File: src/rtl/jpeg_pkg.sv
// Shared JPEG block constants and the zigzag scan table, used by both the
// forward zigzag scanner and the inverse zigzag.
package jpeg_pkg;

    localparam int BLK_N  = 8;
    localparam int BLK_SZ = 64;

    // Zigzag position k -> raster position r*8+c.
    localparam logic [5:0] ZZ_POS [BLK_SZ] = '{
        6'd0,  6'd1,  6'd8,  6'd16, 6'd9,  6'd2,  6'd3,  6'd10,
        6'd17, 6'd24, 6'd32, 6'd25, 6'd18, 6'd11, 6'd4,  6'd5,
        6'd12, 6'd19, 6'd26, 6'd33, 6'd40, 6'd48, 6'd41, 6'd34,
        6'd27, 6'd20, 6'd13, 6'd6,  6'd7,  6'd14, 6'd21, 6'd28,
        6'd35, 6'd42, 6'd49, 6'd56, 6'd57, 6'd50, 6'd43, 6'd36,
        6'd29, 6'd22, 6'd15, 6'd23, 6'd30, 6'd37, 6'd44, 6'd51,
        6'd58, 6'd59, 6'd52, 6'd45, 6'd38, 6'd31, 6'd39, 6'd46,
        6'd53, 6'd60, 6'd61, 6'd54, 6'd47, 6'd55, 6'd62, 6'd63
    };

    function automatic logic [5:0] zz_rc(input logic [5:0] idx);
        return ZZ_POS[idx];
    endfunction

endpackage

File: src/rtl/zigzag_index_rom.sv
// Combinational zigzag index to (row, column) lookup.
module zigzag_index_rom
    import jpeg_pkg::*;
(
    input  logic [5:0] idx,
    output logic [2:0] row,
    output logic [2:0] col
);

    logic [5:0] pos;

    assign pos = zz_rc(idx);
    assign row = pos[5:3];
    assign col = pos[2:0];

endmodule

File: src/rtl/zigzag_scan_8x8.sv
// Ping-pong buffered 8x8 block scanner: rows in, coefficients out in JPEG zigzag order.
module zigzag_scan_8x8
    import jpeg_pkg::*;
#(
    parameter int BW = 8
) (
    input  logic            i_clk,
    input  logic            i_Reset,
    input  logic [8*BW-1:0] i_data,
    input  logic            i_enable,
    output logic            o_in_ready,
    output logic [BW-1:0]   o_data,
    output logic            o_valid,
    input  logic            i_ready,
    output logic            o_sop,
    output logic            o_eop,
    output logic            o_overflow
);

    // Output handshake: a coefficient moves on every edge where o_valid & i_ready;
    // while o_valid is high and i_ready is low, o_data/o_sop/o_eop stay put.
    logic [8*BW-1:0] bank_mem [2][BLK_N];
    logic [1:0]      full;
    logic            wr_bank;
    logic            rd_bank;
    logic [2:0]      wr_row;
    logic [5:0]      rd_idx;
    logic            overflow;

    logic            wr_en;
    logic            xfer;
    logic [2:0]      zz_row;
    logic [2:0]      zz_col;
    logic [2:0]      col_rev;
    logic [8*BW-1:0] sel_row;

    assign wr_en = i_enable & ~full[wr_bank];
    assign xfer  = full[rd_bank] & i_ready;

    // Storage needs no reset; the full flags decide what is meaningful.
    always_ff @(posedge i_clk) begin
        if (wr_en) begin
            bank_mem[wr_bank][wr_row] <= i_data;
        end
    end

    // Write and read sides always target different banks when both touch full[].
    always_ff @(posedge i_clk or negedge i_Reset) begin
        if (!i_Reset) begin
            full     <= 2'b00;
            wr_bank  <= 1'b0;
            rd_bank  <= 1'b0;
            wr_row   <= 3'd0;
            rd_idx   <= 6'd0;
            overflow <= 1'b0;
        end else begin
            if (wr_en) begin
                wr_row <= wr_row + 3'd1;
                if (wr_row == 3'd7) begin
                    full[wr_bank] <= 1'b1;
                    wr_bank       <= ~wr_bank;
                end
            end
            if (i_enable && full[wr_bank]) begin
                overflow <= 1'b1;
            end
            if (xfer) begin
                rd_idx <= rd_idx + 6'd1;
                if (rd_idx == 6'd63) begin
                    full[rd_bank] <= 1'b0;
                    rd_bank       <= ~rd_bank;
                end
            end
        end
    end

    zigzag_index_rom u_rom (
        .idx (rd_idx),
        .row (zz_row),
        .col (zz_col)
    );

    // Column 0 sits in the top slice of the row word.
    assign col_rev = ~zz_col;
    assign sel_row = bank_mem[rd_bank][zz_row];

    assign o_valid    = full[rd_bank];
    assign o_data     = o_valid ? sel_row[col_rev*BW +: BW] : '0;
    assign o_sop      = o_valid & (rd_idx == 6'd0);
    assign o_eop      = o_valid & (rd_idx == 6'd63);
    assign o_in_ready = ~full[wr_bank];
    assign o_overflow = overflow;

endmodule
File: config.mk
export PLATFORM = sky130hd
export DESIGN_NAME = zigzag_scan_8x8
export DESIGN_NICKNAME = d
export VERILOG_FILES = /design/src/rtl/jpeg_pkg.sv /design/src/rtl/zigzag_index_rom.sv /design/src/rtl/zigzag_scan_8x8.sv
export SDC_FILE = /design/constraint.sdc
export NUM_CORES = 1
export LEC_CHECK = 0
export CORE_ASPECT_RATIO = 2
export CORE_UTILIZATION = 55
export CTS_BUF_LIST = sky130_fd_sc_hd__clkbuf_4
export CTS_CLUSTER_DIAMETER = 80
export DETAILED_ROUTE_END_ITERATION = 6
export PLACE_DENSITY = 0.84
export SLEW_MARGIN = 10
export SYNTH_ARGS = -nofsm -noshare
export SYNTH_HDL_FRONTEND = slang
export SYNTH_SLANG_ARGS = --single-unit
File: constraint.sdc
create_clock -name i_clk -period 7.7 [get_ports i_clk]
set_clock_uncertainty 0.2 [all_clocks]
set_input_delay 1.54 -clock i_clk [delete_from_list [all_inputs] [get_ports i_clk]]
set_output_delay 1.54 -clock i_clk [all_outputs]
set_load 0.005 [all_outputs]
After elaboration in Yosys (flattened, before gate mapping)
Memories as Yosys holds them, arrays and structs flattened.
Index checks and enable logic that the tools add are counted.
{"block": "word_totals", "reg_bits": 14, "out_inout_bits": 13, "memories": 2, "mem_bits_rw": 1024, "mem_bits_ro": 384}
{"memory": "bank_mem", "words": 2, "width": 512, "read_ports": 1, "rd_clocked_by_memory_dff": 0, "write_ports": 1, "line_no": "zigzag_scan_8x8.sv:22", "source": "logic [8*BW-1:0] bank_mem [2][BLK_N];"}
{"memory": "(name not given)", "words": 64, "width": 6, "read_ports": 1, "rd_clocked_by_memory_dff": 0, "write_ports": 0, "line_no": "jpeg_pkg.sv:21", "source": "return ZZ_POS[idx];"}
{"block": "classes", "add_sub_neg": 2, "n_eq_ne": 2, "shift": 1, "n_reduce_logical": 7, "mux": 22, "bitwise_logic": 14, "order_cmp": 8}
{"operator": "two-way mux 512 bit", "count": 1}
{"operator": "binary-select mux 64 bit (select 3 bit)", "count": 1}
{"operator": "demux 64 bit (select 3 bit)", "count": 1}
{"operator": "two-way mux 64 bit", "count": 3}
{"operator": "variable part select 64 x 7 -> 8 bit", "count": 1}
{"operator": "two-way mux 6 bit", "count": 2}
{"operator": ">= comparator 4 bit, second input constant", "count": 2}
{"operator": "two-way mux 2 bit", "count": 4}
{"operator": "two-way mux 8 bit", "count": 1}
{"operator": "inverter 3 -> 4 bit", "count": 2}
{"operator": ">= comparator 7 bit, second input constant", "count": 1}
{"operator": "two-way mux 1 bit", "count": 7}
{"operator": "inverter 6 -> 7 bit", "count": 1}
{"operator": "adder 6 x 1 -> 6 bit, second input constant", "count": 1}
{"operator": "== test 6 bit, second input constant", "count": 1}
{"operator": "zero test 6 bit", "count": 1}
{"operator": "bitwise AND 1 bit", "count": 4}
{"operator": "logical AND 1 bit", "count": 4}
{"operator": "less-than comparator 1 x 2 -> 1 bit, second input constant", "count": 2}
{"operator": "less-than comparator 4 x 1 -> 1 bit, second input constant", "count": 1}
{"operator": "AND reduction 2 bit", "count": 2}
{"operator": "adder 3 x 1 -> 3 bit, second input constant", "count": 1}
{"operator": "== test 3 bit, second input constant", "count": 1}
{"operator": "inverter 1 bit", "count": 3}
{"operator": "other kinds (6)", "count": 8}

Depth between registers and ports, before layout
{"block": "logic_depth", "depth_word": 10, "ltp_mapped": 18, "mapped_depth_nobuf": 11}

By module
A second synthesis with hierarchy kept.
{"block": "hier_totals", "cells_unflattened": 1810, "area_unflattened_um2": 40661.5}
{"mod": "zigzag_scan_8x8", "area_per_inst_um2": 39943.3, "instances": 1, "cells_per_inst": 1717}
{"mod": "zigzag_index_rom", "area_per_inst_um2": 718.2, "instances": 1, "cells_per_inst": 93}

Least setup slack after synthesis
OpenSTA, ideal clock, no wires.
{"block": "synth_path", "kind": "input-to-reg", "startpoint": "in i_enable", "endpoint": "mem bank_mem[0][448] (netlist bit) (enable)", "path_slack_ns": 0.542, "t_required_ns": 6.935, "stages": 3, "t_arrival_ns": 6.393, "path_buffers": 0, "path_cell_list": "nand2_1 or3_1 nor3_1"}
{"block": "synth_via", "elab_chain_len": 3}
{"element": "from (decl)", "line_no": "zigzag_scan_8x8.sv:10", "source": "input logic i_enable,"}
{"element": "bitwise AND 1 bit", "line_no": "zigzag_scan_8x8.sv:37", "source": "assign wr_en = i_enable & ~full[wr_bank];"}
{"element": "two-way mux 1 bit", "line_no": "zigzag_scan_8x8.sv:42", "source": "if (wr_en) begin"}
{"element": "two-way mux 512 bit (not written as such)", "line_no": "zigzag_scan_8x8.sv:43", "source": "bank_mem[wr_bank][wr_row] <= i_data;"}
{"element": "to (decl)", "line_no": "zigzag_scan_8x8.sv:22"}
No other way between the ends.

Worst setup path in the final report
{"block": "layout_path", "startpoint": "reg rd_idx[1]", "endpoint": "out o_data[0]"}
{"block": "layout_via", "elab_chain_len": 10}
{"element": "from (decl)", "line_no": "zigzag_scan_8x8.sv:27", "source": "logic [5:0] rd_idx;"}
{"element": "from (signal assigned)", "line_no": "zigzag_scan_8x8.sv:68", "source": "rd_idx <= rd_idx + 6'd1;"}
{"element": "inverter 6 -> 7 bit (not written as such) *", "line_no": "jpeg_pkg.sv:21"}
{"element": "memory read (64 x 6 bit) *"}
{"element": "two-way mux 6 bit (not written as such) * (2 in series)", "line_no": "jpeg_pkg.sv:21"}
{"element": "inverter 3 -> 4 bit (not written as such)", "line_no": "zigzag_scan_8x8.sv:85", "source": "assign sel_row = bank_mem[rd_bank][zz_row];"}
{"element": "binary-select mux 64 bit (select 3 bit)", "line_no": "zigzag_scan_8x8.sv:85"}
{"element": "two-way mux 64 bit (not written as such) (2 in series)", "line_no": "zigzag_scan_8x8.sv:85"}
{"element": "variable part select 64 x 7 -> 8 bit *", "line_no": "zigzag_scan_8x8.sv:88", "source": "assign o_data = o_valid ? sel_row[col_rev*BW +: BW] : '0;"}
{"element": "two-way mux 8 bit *", "line_no": "zigzag_scan_8x8.sv:88"}
{"element": "to (decl)", "line_no": "zigzag_scan_8x8.sv:12", "source": "output logic [BW-1:0] o_data,"}
Every way passes the cells marked *; elsewhere a longest branch is shown, timed or not. The select of a mux whose other input is x is not followed.

==> metrics.txt <==
Gate Count Post-Synth=around 2300; final setup fails=4; Post-Synth Adder-Cell Area=less than 1%; worst reg-to-reg path cell count=6; Final nets=~2700; Synthesis Warnings=0; Syn Nets=about 2400; CP Launch Type=flip-flop; synth top area cells=edfxtp_1 74%, mux4_2 6.5%, mux2i_1 3.6%; top cell type by total area after synthesis=edfxtp_1; # DRC=0; GPL Wtd Cong=between 0.9 and 1; largest family of logic cells by synthesized area=multiplexers; Critical Path AT=a little over 6000 ps; post-synthesis xor/xnor area fraction=less than 1%; multi-input logic area=about 10000 um2; die height=391 um; Crit-path slowest cell=nor2_2; first-pass GRT wire length=~170000 um; share of the synthesized area in the top cell type=around three quarters; top_reg_cell synth=edfxtp_1; share of cells above drive strength 1=between 20% and 30%; DRT Pass-1 Iters=6; clock transition at the registers of the reported paths=around 80 ps; DRC marker count from the first detailed-route iteration=between 3000 and 4000; status=finished with violations; CP max FO=11; Hold WS=approximately 290 ps; Reg area=31100 um2; dpl ws=445 ps; Clk Tree Root Cell=clkbuf_4; FMAX=~130 MHz; area delta synth->final=13.0%; TritonCTS buffer count=204; Mapped Area=41600 um2; fillers=4833; worst rel slew slack=under 10%; grt peak-use layer=met2; Worst setup EP type=output port; antenna viol nets, final=0; FF-to-FF End=bank_mem[0][112]; Core Area=74800 um2; most common cell after layout, fill and taps aside=edfxtp_1; via count=~25000; CP Cell Sequence=ha_1 -> ha_1 -> nor2b_1 -> a211oi_4 -> o22ai_4 -> buf_4 -> nor2_2 -> a32oi_1 -> a22o_1 -> o2111ai_1 -> buf_4 -> a311oi_2 -> clkdlybuf4s50_1; Hold Fails Final Rpt=0; vias in the first global route=25900; top cell family by delay on the critical path=compound AO/OA/AOI/OAI gates; Tot GR Track Use=about 31%; clk sink count=between 1000 and 1500; Crit path required time=5960 ps; top-level I/O count=just over 80; Yosys cell types=a little over 80; CTS tree=done; Final Instance Count excl. Fillers=3769; failing checks=negative setup slack; DP HPWL=~67000 um; vias per cell=around 6.7; routed len/inst=between 30 and 40 um; Die X=roughly 200 um; Seq/Total Area, Yosys=74.8%; clock buffer depth=3; final WL=between 100000 and 150000 um; count of hold-fix buffers inserted at cts=0; launch point of the worst reg-to-reg path=wr_bank; Final Core Density=around 63%; placed cells=between 3000 and 4000; Slowest Stage Delay on Critical Path=roughly 1100 ps; Max Cap Viol=0; largest net degree at the start of global routing=63; mux cell area share after synthesis=about 11%; most frequent cells in the layout=1024 x edfxtp_1, 278 x clkbuf_4, 224 x nand2_1, 149 x mux2i_1, 120 x mux4_2; GR Layer Usage met3=approximately 7.6%; EDFF count, synth=between 1000 and 1500; Starting Density=between 50 and 60%; met2 Use GR=48.6%; Worst path depth=13; CTS HTree Levels=4; Post-Synth Simple-Gate Area=under 10%; WS Path Type=flip-flop to output port; Worst-Margin Slew=between 1000 and 1500 ps; CP Launch Point=rd_idx[1]; class of the worst hold path=flip-flop to flip-flop; initial antenna violation count=3; fin crit period=~7800 ps; Yosys reg bits=approximately 1000; crit path to=o_data[0]; Async S/R FF share, synth=under 10%; worst-skew pair later-pin latency=1050 ps; FP Rows=142; Final period util=102%; die area=76800 um2; Compound-Gate Fraction of Synth Area=under 10%; IO Port Bufs=80; Buf/Inv on CP=3; total gr overflow=0; Max Slew Vio Count=0; met1 Use GR=between 30% and 40%; reg-to-reg slack, setup=3620 ps; syn avg cell area=17.9 um2; setup ws final=-131 ps
[per-stage QoR]
| step | setup TNS (ps) | area [um2] |
|---|---|---|
| floorplan | 0 | 41600 |
| global placement | 0 | 43900 |
| detailed placement | 0 | 43900 |
| CTS | 0 | 46700 |
| global route | -962 | 47000 |
| finish | -347 | 47000 |
[registers in the layout (all words and copies together) (netlist names)]
| signal | cells |
|---|---|
| bank_mem | 1024 |
| rd_idx | 6 |
| wr_row | 3 |
| full | 2 |
| o_overflow | 1 |
| rd_bank | 1 |
| wr_bank | 1 |
[logic make-up (layout without fill, tap and decap cells)]
family	Yosys count	count (layout)
multiplexers	305	305
buffers and inverters	153	583
AO/OA/AOI/OAI	310	311
other	0	3
XOR/XNOR	8	8
adder cells (fa/ha/maj)	19	19
flip-flops	1038	1038
AND/OR/NAND/NOR	492	494
[layout make-up]
cell class	instances	share of cell area (%)
Sequential cell	1038	66.2
Multi-Input combinational cell	1137	21.3
Clock buffer	278	4.44
Timing Repair Buffer	209	4.11
Tap cell	1008	2.68
Clock inverter	77	1.07
Inverter	19	0.160
Antenna cell	3	0.0160
[worst min-delay path by stage]
stage	from	end	slack, ps	depth (start not counted)
floorplan	o_overflow	o_overflow	270	1
global placement	o_overflow	o_overflow	260	1
detailed placement	o_overflow	o_overflow	270	1
CTS	o_overflow	o_overflow	290	1
global route	o_overflow	o_overflow	350	1
finish	o_overflow	o_overflow	290	1
[cell usage after synthesis (all sizes together), types with 6 or more instances]
library cell,n
edfxtp,1024
nand2,226
mux2i,150
mux4,122
buf,87
nand3,67
and3,60
a211oi,58
nor2,58
clkbuf,47
mux2,33
a21oi,30
o21ai,30
o22ai,23
ha,19
inv,18
nor3,18
a31oi,17
a221o,16
a311oi,15
a32oi,15
dfrtp,14
nand4,13
nand2b,12
o2111ai,11
a2111oi,10
a221oi,9
o31ai,9
nor2b,8
o211ai,7
nor4,6
xnor2,6
[worst reg2reg max path: cells and delay by family (launching register included)]
family | cells | cell delay, ps
flops | 1 | 620
simple gates | 4 | 1270
mux | 1 | 530
buf+inv | 1 | 860
[timing repair]
action / CTS / global route
endpoints found under the setup margin: 8 / 8
buffers inserted: 5 / 18
gates cloned: 1 / 3
resized for setup: 27 / 31
pin swaps: 3 / 8
[per-layer routing]
metal | share of wire [%] | vias to the layer above
met2 | 48 | 2298
met4 | 9.4 | 2
met1 | 30 | 12300
met3 | 12 | 586
li1 | - | 10100
met5 | 0.016 | -
Power is not shown: default switching activity piles up to over one toggle a cycle in this logic, so the estimate is an artifact.
